## src/rtl/regfile_pkg.sv

```systemverilog
// Shared sizing and requester identifiers for the register file writeback path.
package regfile_pkg;
   localparam int unsigned NREQ = 3;
   localparam int unsigned AW   = 5;
   localparam int unsigned DW   = 32;
   localparam int unsigned IDW  = 2;

   typedef enum logic [IDW-1:0] {
      ID_ALU  = 2'd0,
      ID_LOAD = 2'd1,
      ID_MDU  = 2'd2
   } req_id_e;
endpackage

```

## src/rtl/rr_arbiter.sv

```systemverilog
// Combinational round-robin picker: first requester at or above ptr, wrapping modulo N.
module rr_arbiter
   import regfile_pkg::*;
#(
   parameter int unsigned N = NREQ
) (
   input  logic [N-1:0]   req,
   input  logic [IDW-1:0] ptr,
   output logic [N-1:0]   grant,
   output logic [IDW-1:0] grant_idx
);

   int unsigned idx;
   logic        found;

   always_comb begin
      grant     = '0;
      grant_idx = '0;
      found     = 1'b0;
      idx       = 0;
      for (int unsigned k = 0; k < N; k++) begin
         idx = (32'(ptr) + k) % N;
         if (!found && req[idx]) begin
            grant[idx] = 1'b1;
            grant_idx  = IDW'(idx);
            found      = 1'b1;
         end
      end
   end

endmodule

```

## src/rtl/regfile_wb_arbiter.sv

```systemverilog
// Arbitrates writeback requesters onto one registered register-file write port
// and tracks outstanding destinations in a busy scoreboard.
module regfile_wb_arbiter #(
   parameter int unsigned NREQ = regfile_pkg::NREQ,
   parameter int unsigned AW   = regfile_pkg::AW,
   parameter int unsigned DW   = regfile_pkg::DW
) (
   input  logic              clock,
   input  logic              reset,
   input  logic [NREQ-1:0]   req_valid,
   output logic [NREQ-1:0]   req_ready,
   input  logic [NREQ*AW-1:0] req_addr,
   input  logic [NREQ*DW-1:0] req_data,
   input  logic              claim_valid,
   input  logic [AW-1:0]     claim_addr,
   output logic [2**AW-1:0]  busy,
   output logic              RegWrite,
   output logic [AW-1:0]     WriteAddr,
   output logic [DW-1:0]     WriteData,
   output logic [1:0]        grant_id
);

   localparam int unsigned IDW = regfile_pkg::IDW;

   logic [IDW-1:0]   ptr;
   logic [NREQ-1:0]  grant;
   logic [IDW-1:0]   grant_idx;
   logic             fire;
   logic [AW-1:0]    sel_addr;
   logic [DW-1:0]    sel_data;
   logic [2**AW-1:0] busy_next;

   rr_arbiter #(.N(NREQ)) u_rr (
      .req       (req_valid),
      .ptr       (ptr),
      .grant     (grant),
      .grant_idx (grant_idx)
   );

   // Grant is already qualified by req_valid, so any grant bit is a transfer.
   assign req_ready = reset ? '0 : grant;
   assign fire      = |req_ready;
   assign sel_addr  = req_addr[32'(grant_idx)*AW +: AW];
   assign sel_data  = req_data[32'(grant_idx)*DW +: DW];

   always_ff @(posedge clock or posedge reset) begin
      if (reset) begin
         ptr       <= '0;
         RegWrite  <= 1'b0;
         WriteAddr <= '0;
         WriteData <= '0;
         grant_id  <= '0;
      end else if (fire) begin
         ptr       <= (32'(grant_idx) == NREQ - 1) ? '0 : grant_idx + 1'b1;
         RegWrite  <= (sel_addr != '0);
         WriteAddr <= sel_addr;
         WriteData <= sel_data;
         grant_id  <= grant_idx;
      end else begin
         RegWrite  <= 1'b0;
      end
   end

   // Clear is applied before claim so a same-register collision leaves it busy.
   always_comb begin
      busy_next = busy;
      if (RegWrite)
         busy_next[WriteAddr] = 1'b0;
      if (claim_valid)
         busy_next[claim_addr] = 1'b1;
      busy_next[0] = 1'b0;
   end

   always_ff @(posedge clock or posedge reset) begin
      if (reset)
         busy <= '0;
      else
         busy <= busy_next;
   end

endmodule

```

## config.mk

```make
export PLATFORM = sky130hd
export DESIGN_NAME = regfile_wb_arbiter
export DESIGN_NICKNAME = d
export VERILOG_FILES = /design/src/rtl/regfile_pkg.sv /design/src/rtl/rr_arbiter.sv /design/src/rtl/regfile_wb_arbiter.sv
export SDC_FILE = /design/constraint.sdc
export NUM_CORES = 1
export LEC_CHECK = 0
export ABC_AREA = 1
export CAP_MARGIN = 20
export CORE_MARGIN = 2
export CORE_UTILIZATION = 35
export CTS_CLUSTER_DIAMETER = 40
export DETAILED_ROUTE_END_ITERATION = 8
export DONT_BUFFER_PORTS = 1
export PLACE_DENSITY = 0.48
export SYNTH_ARGS = -nofsm -noshare
export SYNTH_HDL_FRONTEND = slang
export SYNTH_HIERARCHICAL = 1
export SYNTH_SLANG_ARGS = --single-unit
export TNS_END_PERCENT = 30
```

## constraint.sdc

```tcl
create_clock -name clock -period 2.2 [get_ports clock]
set_input_delay 0.22 -clock clock [delete_from_list [all_inputs] [get_ports clock]]
set_output_delay 0.22 -clock clock [all_outputs]
set_load 0.1 [all_outputs]
```

### Yosys cells after proc, flatten, opt, wreduce, memory -nomap -nowiden

Cells that the tools add are included.

| cells by class | value |
|---|---|
| add/subtract/negate cells | 3 |
| div/mod/pow operators | 3 |
| bitwise operators | 5 |
| magnitude comparators | 10 |
| multiplexer cells | 29 |
| eq/ne operators | 1 |
| reductions and logical operators | 11 |
| shift operators | 2 |
| multiply operators | 1 |

Operator list:

| operator | number |
|---|---|
| 32-bit by 1-bit greater-or-equal comparator with 1-bit output (second input constant) | 3 |
| 32-bit by 3-bit less-than comparator with 1-bit output (second input constant) | 3 |
| 96-bit by 8-bit variable part select with 32-bit output | 1 |
| 32-bit by 2-bit modulo with 32-bit output (second input constant) | 2 |
| 32-bit two-way mux | 2 |
| 32-bit bitwise AND | 1 |
| 2-bit by 2-bit modulo with 32-bit output (second input constant) | 1 |
| 32-bit inverter | 1 |
| 32-bit bitwise OR | 1 |
| 15-bit by 6-bit variable part select with 5-bit output | 1 |
| 5-bit by 6-bit less-than comparator with 1-bit output (second input constant) | 2 |
| 3-bit two-way mux | 4 |
| 1-bit two-way mux | 11 |
| 1-bit demux with 5-bit select | 2 |
| 5-bit by 1-bit greater-or-equal comparator with 1-bit output (second input constant) | 2 |
| 2-bit two-way mux | 4 |
| 1-bit logical AND | 7 |
| 1-bit binary-select mux with 2-bit select | 3 |
| 1-bit demux with 2-bit select | 3 |
| 3-bit bitwise OR | 2 |
| 2-bit by 3-bit multiplier with 5-bit output (second input constant) | 1 |
| 5-bit nonzero test | 1 |
| 2-bit by 1-bit adder with 3-bit output (second input constant) | 1 |
| 2-bit by 2-bit adder with 3-bit output (second input constant) | 1 |
| 4 further kinds | 5 |

| word-level totals | value |
|---|---|
| input port bits | 122 |
| bits in registers | 73 |

### Depth between registers and ports, before layout

Gate-level depths: netlist (run 1).

| depth | value |
|---|---|
| word-level depth | 14 |
| depth in mapped cells | 19 |
| depth with buffers taken out | 19 |

### Modules after synthesis

The synthesis (run 1) kept the hierarchy.

Modules (own cells, without submodules):

| module | area each (um^2) | cells each | instances |
|---|---|---|---|
| regfile_wb_arbiter | 3,463.3 | 425 | 1 |
| rr_arbiter | 316.6 | 62 | 1 |

### Worst setup path before layout (run 1)

No wires, ideal clock.

| timing | value |
|---|---|
| kind | input to register |
| from | input reset |
| to | register WriteData[0] |
| path buffers | 1 |
| arrival | 2.771 ns |
| cell stages on the path | 6 |
| setup slack | -0.659 ns |
| cell sequence | inv_1 o21ai_0 nand2_1 clkbuf_1 nor2_1 a41oi_1 |

| between the ends | value |
|---|---|
| word-level cells in the longest chain between the ends | 2 |

Ends and longest elaborated chain:

| what | RTL line | RTL |
|---|---|---|
| from (decl) | regfile_wb_arbiter.sv:9 | `input logic reset,` |
| 3-bit two-way mux | regfile_wb_arbiter.sv:41 | `assign req_ready = reset ? '0 : grant;` |
| 3-bit OR reduction | regfile_wb_arbiter.sv:42 | `assign fire = \|req_ready;` |
| to (signal assigned) | regfile_wb_arbiter.sv:57 | `WriteData <= sel_data;` |
| to (decl) | regfile_wb_arbiter.sv:19 | `output logic [DW-1:0] WriteData,` |

Every way passes these cells.
A chain may end at the register's enable or synchronous reset.

### Worst setup path in the final report (run 1)

| timing | value |
|---|---|
| from | register ptr[0] |
| to | output req_ready[2] |

| between the ends | value |
|---|---|
| word-level cells in the longest chain between the ends | 11 |
| elaborated cells on any way between the ends | 38 |

Ends and longest elaborated chain:

| what | RTL line | RTL |
|---|---|---|
| from (decl) | regfile_wb_arbiter.sv:25 | `logic [IDW-1:0] ptr;` |
| from (signal assigned) | regfile_wb_arbiter.sv:54 | `ptr <= (32'(grant_idx) == NREQ - 1) ? '0 : grant_idx + 1'b1;` |
| 2-bit by 1-bit adder with 3-bit output / 2-bit by 2-bit modulo with 32-bit output (equally long branches) | rr_arbiter.sv:22 | `idx = (32'(ptr) + k) % N;` |
| 32-bit by 2-bit modulo with 32-bit output (tied with other cells) | rr_arbiter.sv:22 |  |
| 32-bit by 1-bit greater-or-equal comparator with 1-bit output (implied by the code) (tied with other cells) | rr_arbiter.sv:24 | `grant[idx] = 1'b1;` |
| 1-bit logical AND (implied by the code) (tied with other cells) | rr_arbiter.sv:24 |  |
| 1-bit two-way mux (implied by the code) (tied with other cells) | rr_arbiter.sv:24 |  |
| 1-bit demux with 2-bit select (tied with other cells) | -- |  |
| 3-bit bitwise OR (no line) / 1-bit two-way mux (equally long branches) | -- |  |
| 3-bit two-way mux / 1-bit zero test (equally long branches) | rr_arbiter.sv:23 | `if (!found && req[idx]) begin` |
| 3-bit bitwise OR (no line) / 1-bit logical AND (equally long branches) | -- |  |
| 3-bit two-way mux * | rr_arbiter.sv:23 |  |
| named net grant[2] | regfile_wb_arbiter.sv:26 | `logic [NREQ-1:0] grant;` |
| 3-bit two-way mux * | regfile_wb_arbiter.sv:41 |  |
| to (decl) | regfile_wb_arbiter.sv:11 | `output logic [NREQ-1:0] req_ready,` |

The timed path passes the listed nets; every way through them passes the cells marked *. The select of a mux whose other input is x is not followed.

==> impl_metrics.csv, run 1 <==
group,metric,value,unit
status,outcome,"finished with violations",
status,violations,"negative setup slack",
critical_path,cp_top_family,"simple AND/OR/NAND/NOR gates",
critical_path,slowest_stage,"dfrtp_1",
synthesis,synth.top_cell.area_share,0.483,
clock_tree,cts_tree,"built",
critical_path,slowest_delay,0.41,ns
sta,drv_slew,0,
clock_tree,hold_buffers,0,
floorplan,start_util,0.363,
final_layout,final_common_cell,"nand2_1",
critical_path,worstPathRequired,1.98,ns
sta,setup_viol,26,
critical_path,cp_cell_sequence,"buf_6 > ha_4 > nand2_1 > nand3_2 > nand2_4 > nand4_1 > buf_4 > nand2_1 > nand2_2 > inv_2 > buf_12",
synthesis,yosys.area.top_type,"dfrtp_1",
clock_tree,clk_pin_slew,0.08,ns
sta,holdWs,0.0328,ns
critical_path,worst_ep_arrival_time,2.05,ns
critical_path,cp_common_cell,"nand2_1",
global_route,track_usage,0.209,
drt,totalWireLength,13.5,mm
drt,drtPass1Iterations,4,
synthesis,syn-cell-area,3780,um2
synthesis,synth.net_count,613,
critical_path,reg2regPathDepth,14,
clock_tree,htreeDepth,3,
final_layout,fin_util,0.527,
min_path,min-delay-start,"req_data[35]",
critical_path,cp-start-kind,"flip-flop",
global_route,grt_antenna_before_repair,0,
global_route,grt_overflow_total,0,
floorplan,die_w,108,um
global_route,grt_max_degree,74,
sta,max_freq,441,MHz
clock_tree,clock-sinks,73,
sta,worst_slack,-0.0679,ns
synthesis,synth_top_family_by_area,"simple AND/OR/NAND/NOR gates",
critical_path,reg2reg_slack,-0.05,ns
global_route,grt_pass1_wl,18.7,mm
floorplan,dieArea,11600,um2
sta,relSlewSlack,0.369,
drt,wire_per_inst,18.5,um
final_layout,n_fill_cell,1018,
min_path,min_path_cells,2,
critical_path,timing.rr.end,"WriteData[14]",
synthesis,syn_avg_cell_area,7.76,um2
synthesis,yosysUniqueCellTypes,21,
drt,vias_per_cell,5.37,
final_layout,diodes,0,
synthesis,yosysSeqAreaShare,0.483,
drt,drc,0,
final_layout,final_cell_mix,"nand2_1 (129), buf_4 (87), dfrtp_1 (72)",
synthesis,synth_flop_cell,"dfrtp_1",
synthesis,synth-compound-area-share,0.185,
flow_run,drv_cap,0,
floorplan,rows,37,
synthesis,synthSimpleGateAreaFrac,0.255,
sta,fin_tns_setup,-0.826,ns
clock_tree,worstSkewPairLatency,0.36,ns
synthesis,ys_ff_latch,73,
floorplan,core,10400,um2
synthesis,synth_area_leaders,"dfrtp_1 (48%), nand2_1 (14%), o21ai_0 (9.8%)",
final_layout,area_growth,45.3,%
final_layout,drive_gt1_frac,0.333,
critical_path,crit_buf_inv,4,
drt,postRouteAntennaNets,0,
synthesis,yosysWarnings,6,
clock_tree,cts-buffers-inserted,9,
sta,rsz0062_at_grt,"yes",
final_layout,ff_latch_area,1830,um2
critical_path,crit_path_max_fanout,8,
final_layout,layout.nets,716,
synthesis,syn_inst,487,
place,place_congestion,0.807,
clock_tree,cts_root_buf,"clkbuf_8",
critical_path,startpoint,"ptr[0]",
sta,finClkSkew,0.00827,ns
place,place_hpwl,8.54,mm
critical_path,critPathKind,"flip-flop to output port",
synthesis,synth-adder-area-share,0.0132,
synthesis,synth.area.mux_share,0,
floorplan,io_pins,197,
synthesis,async_flop_share,1.00,
sta,period_needed,2.27,ns
critical_path,reg2reg_from,"ptr[0]",
sta,fin_crit_sh,1.03,
final_layout,multi_input_area,2010,um2
min_path,hp-class,"primary input to flip-flop",
floorplan,die_y,108,um
sta,tightest_slew,0.947,ns
critical_path,endpoint_kind,"output port",
synthesis,synth_xor_area_frac,0,
clock_tree,clk_path_buf_depth,2,
synthesis,synth_edf_count,0,
global_route,grt_pass1_vias,3741,
place,portBuffers,0,
drt,vias,3919,
sta,hold_violations,0,
min_path,hold_end,"WriteData[3]",
drt,drtIter0Drc,129,
-- state kept, by name, summed over array words and instances, names as in the netlist --
| signal | count |
|---|---|
| WriteData | 32 |
| busy | 31 |
| grant_id | 2 |
| RegWrite | 1 |
| ptr | 2 |
| WriteAddr | 5 |
-- how the worst max path moves through the flow --
stage	to	slack (ns)	cells past startpoint
2_1_floorplan	req_ready[0]	-0.13	12
3_3_place_gp	RegWrite	-0.07	17
3_5_place_dp	RegWrite	-0.12	17
4_1_cts	req_ready[0]	-0.06	14
5_1_grt	WriteData[13]	-0.17	16
6_report	req_ready[2]	-0.07	11
-- Yosys cell counts (6+ instances only) --
master and instances:
a41oi_1 25, a21oi_1 14, clkbuf_1 6, nand2_1 143
nor2_1 41, inv_1 30, dfrtp_1 73, inv_2 7
o21ai_1 6, nand3_1 38, buf_2 11, o21ai_0 74
-- worst register-to-register path, cell delays in order (launching register included) --
cell,delay [ns]
dfrtp_1,0.41
buf_6,0.14
ha_4,0.17
nand2_1,0.07
nand3_2,0.09
nand2_4,0.13
nand4_1,0.14
buf_4,0.17
nand2_4,0.08
inv_4,0.06
nor2_4,0.16
buf_12,0.15
buf_6,0.14
nand2_1,0.08
a41oi_2,0.20
-- routing by layer --
| layer | GRT usage | vias up | routed length, um |
|---|---|---|---|
| met3 | 0.0521 | 26 | 1000 |
| met5 | 0 | - | 0 |
| met1 | 0.247 | 1866 | 5400 |
| met2 | 0.356 | 185 | 6720 |
| li1 | - | 1842 | - |
| met4 | 0.0943 | 0 | 373 |
-- cell type report --
| type | instances | area share |
|---|---|---|
| clock buffer | 11 | 0.0257 |
| clock inverter | 4 | 0.0139 |
| tap | 136 | 0.0310 |
| multi-input combinational | 357 | 0.366 |
| sequential | 73 | 0.333 |
| timing repair buffer | 112 | 0.203 |
| inverter | 37 | 0.0283 |
-- repair_timing --
| action | in CTS | in global routing |
|---|---|---|
| gates resized for setup | 26 | 54 |
| pin swaps | 8 | 22 |
| setup buffers | 4 | 4 |
| endpoints found under the setup margin | 45 | 45 |
| gates cloned | 0 | 8 |
-- stage by stage --
stage	setup WS, ns	instance area (um2)	std cells
4_1_cts	-0.0550	5060	718
3_5_place_dp	-0.115	4670	699
3_3_place_gp	-0.0717	4670	699
6_report	-0.0679	5490	730
5_1_grt	-0.174	5490	730
2_1_floorplan	-0.129	3800	487
-- cells by family (layout without fill, tap and decap cells) --
| kind of cell | Yosys count | in the layout |
|---|---|---|
| buffers and inverters | 57 | 164 |
| AOI/OAI and AO/OA | 120 | 120 |
| adders and majority gates | 4 | 4 |
| other | 1 | 1 |
| DFF | 73 | 73 |
| and+or+nand+nor | 232 | 232 |
Power of run 1 is not shown: default switching activity piles up to over one toggle a cycle in this logic, so the estimate is an artifact.
==> run 2, diff against run 1 <==
CORE_UTILIZATION = 45   (was 35)
PLACE_DENSITY = 0.59   (was 0.48)
==> run 2 against run 1 <==
The flow still finishes with violations (negative setup slack). Die area is 21% lower. Non-clock buffer count is 5 higher. Fmax is 0.20% lower. Register-to-register slack better by 0.02 ns. First-iteration DRC count is 2.3% higher. Critical path depth is 1 lower. Hold slack better by 0.0012 ns. Design area is 1.5% lower. Largest cell class unchanged.
==> impl_metrics.csv, run 2 (synthesized netlist as in run 1, its figures left out) <==
group,metric,value,unit
global_route,grt_pass1_wl,17.5,mm
flow_run,drv_cap,0,
final_layout,area_growth,43.0,%
critical_path,endpoint_kind,"output port",
global_route,track_usage,0.250,
floorplan,die_y,95.7,um
clock_tree,worstSkewPairLatency,0.36,ns
critical_path,slowest_stage,"dfrtp_2",
floorplan,rows,33,
critical_path,cp_common_cell,"inv_2",
floorplan,die_w,95.7,um
floorplan,core,8180,um2
critical_path,reg2reg_from,"ptr[1]",
place,place_hpwl,8.57,mm
drt,vias,3953,
critical_path,worst_ep_arrival_time,2.05,ns
critical_path,cp_top_family,"buffers and inverters",
final_layout,layout.nets,721,
place,portBuffers,0,
sta,worst_slack,-0.0725,ns
critical_path,reg2reg_slack,-0.03,ns
drt,drtIter0Drc,132,
critical_path,startpoint,"ptr[0]",
floorplan,dieArea,9150,um2
sta,finClkSkew,0.0106,ns
status,violations,"negative setup slack",
status,outcome,"finished with violations",
final_layout,diodes,0,
sta,period_needed,2.27,ns
final_layout,drive_gt1_frac,0.328,
clock_tree,htreeDepth,3,
place,place_congestion,0.892,
final_layout,final_cell_mix,"nand2_1 (129), buf_4 (92), dfrtp_1 (72)",
sta,rsz0062_at_grt,"yes",
critical_path,crit_buf_inv,5,
sta,tightest_slew,0.617,ns
min_path,hp-class,"primary input to flip-flop",
critical_path,critPathKind,"flip-flop to output port",
sta,setup_viol,5,
critical_path,worstPathRequired,1.98,ns
clock_tree,cts_tree,"built",
drt,totalWireLength,12.1,mm
sta,max_freq,440,MHz
sta,relSlewSlack,0.589,
final_layout,final_common_cell,"nand2_1",
global_route,grt_antenna_before_repair,0,
critical_path,cp_cell_sequence,"inv_2 > ha_4 > buf_4 > o21ai_2 > nand4_1 > nand2_2 > buf_6 > inv_2 > nor2_4 > buf_12",
global_route,grt_pass1_vias,3643,
drt,met3WireLength,990,um
sta,fin_crit_sh,1.03,
global_route,grt_max_degree,49,
clock_tree,clock-sinks,73,
clock_tree,cts_root_buf,"clkbuf_8",
clock_tree,clk_path_buf_depth,2,
drt,wire_per_inst,17.2,um
clock_tree,clk_pin_slew,0.09,ns
drt,wl_met2,6.24,mm
clock_tree,cts-buffers-inserted,9,
drt,m1WireLength,4.65,mm
critical_path,crit_path_max_fanout,5,
min_path,min-delay-start,"req_data[32]",
floorplan,start_util,0.462,
drt,vias_per_cell,5.61,
sta,hold_violations,0,
sta,drv_slew,0,
drt,postRouteAntennaNets,0,
drt,highest_layer,"met4",
critical_path,slowest_delay,0.46,ns
drt,drtPass1Iterations,5,
sta,holdWs,0.0339,ns
final_layout,largestRegisters,"WriteData x32, busy x31, WriteAddr x5",
final_layout,top_register,"WriteData",
drt,drc,0,
final_layout,largest_reg_flops,32,
critical_path,cp-start-kind,"flip-flop",
floorplan,io_pins,197,
global_route,grt_overflow_total,0,
[run 2: what timing repair did]
item,4_1_cts,5_1_grt
gates cloned,1,4
hold buffers,1,0
hold endpoints to repair,73,0
endpoints found under the setup margin,43,45
setup buffers,3,5
resized for setup,30,39
pin swaps,17,25
[run 2: area by class of cell]
cell class	count	area [um2]
Clock buffer	9	124
Clock inverter	7	126
Fill cell	702	2770
Inverter	37	155
Multi-Input combinational cell	357	1920
Sequential cell	73	1830
Tap cell	105	131
Timing Repair Buffer	117	1120
[run 2: path summary, 6_finish.rpt]
kind	endpoint	depth (start not counted)
max	req_ready[0]	10
min	WriteData[0]	2
max reg2reg	WriteData[2]	17
min reg2reg	WriteData[30]	2
max in group asynchronous	WriteData[30]	3
min in group asynchronous	ptr[1]	3
[run 2: through the flow]
stage          instances  setup WS (ns)  TNS, ns   util  instance area (um2)
4_1_cts              696         -0.100    -1.18  0.625                 5110
3_5_place_dp         675         -0.179    -4.35  0.575                 4700
6_report             705        -0.0725   -0.182  0.661                 5410
2_1_floorplan        487         -0.129   -0.663      -                 3800
3_3_place_gp         675        -0.0631    -1.07  0.575                 4700
5_1_grt              705         -0.172    -5.02  0.661                 5410
[run 2: per-layer routing]
metal  vias up  track usage
met5         -            0
met4         0       0.0905
met2       181        0.442
met1      1905        0.295
li1       1850            -
met3        17       0.0569
Power of run 2 is left out for the same reason.
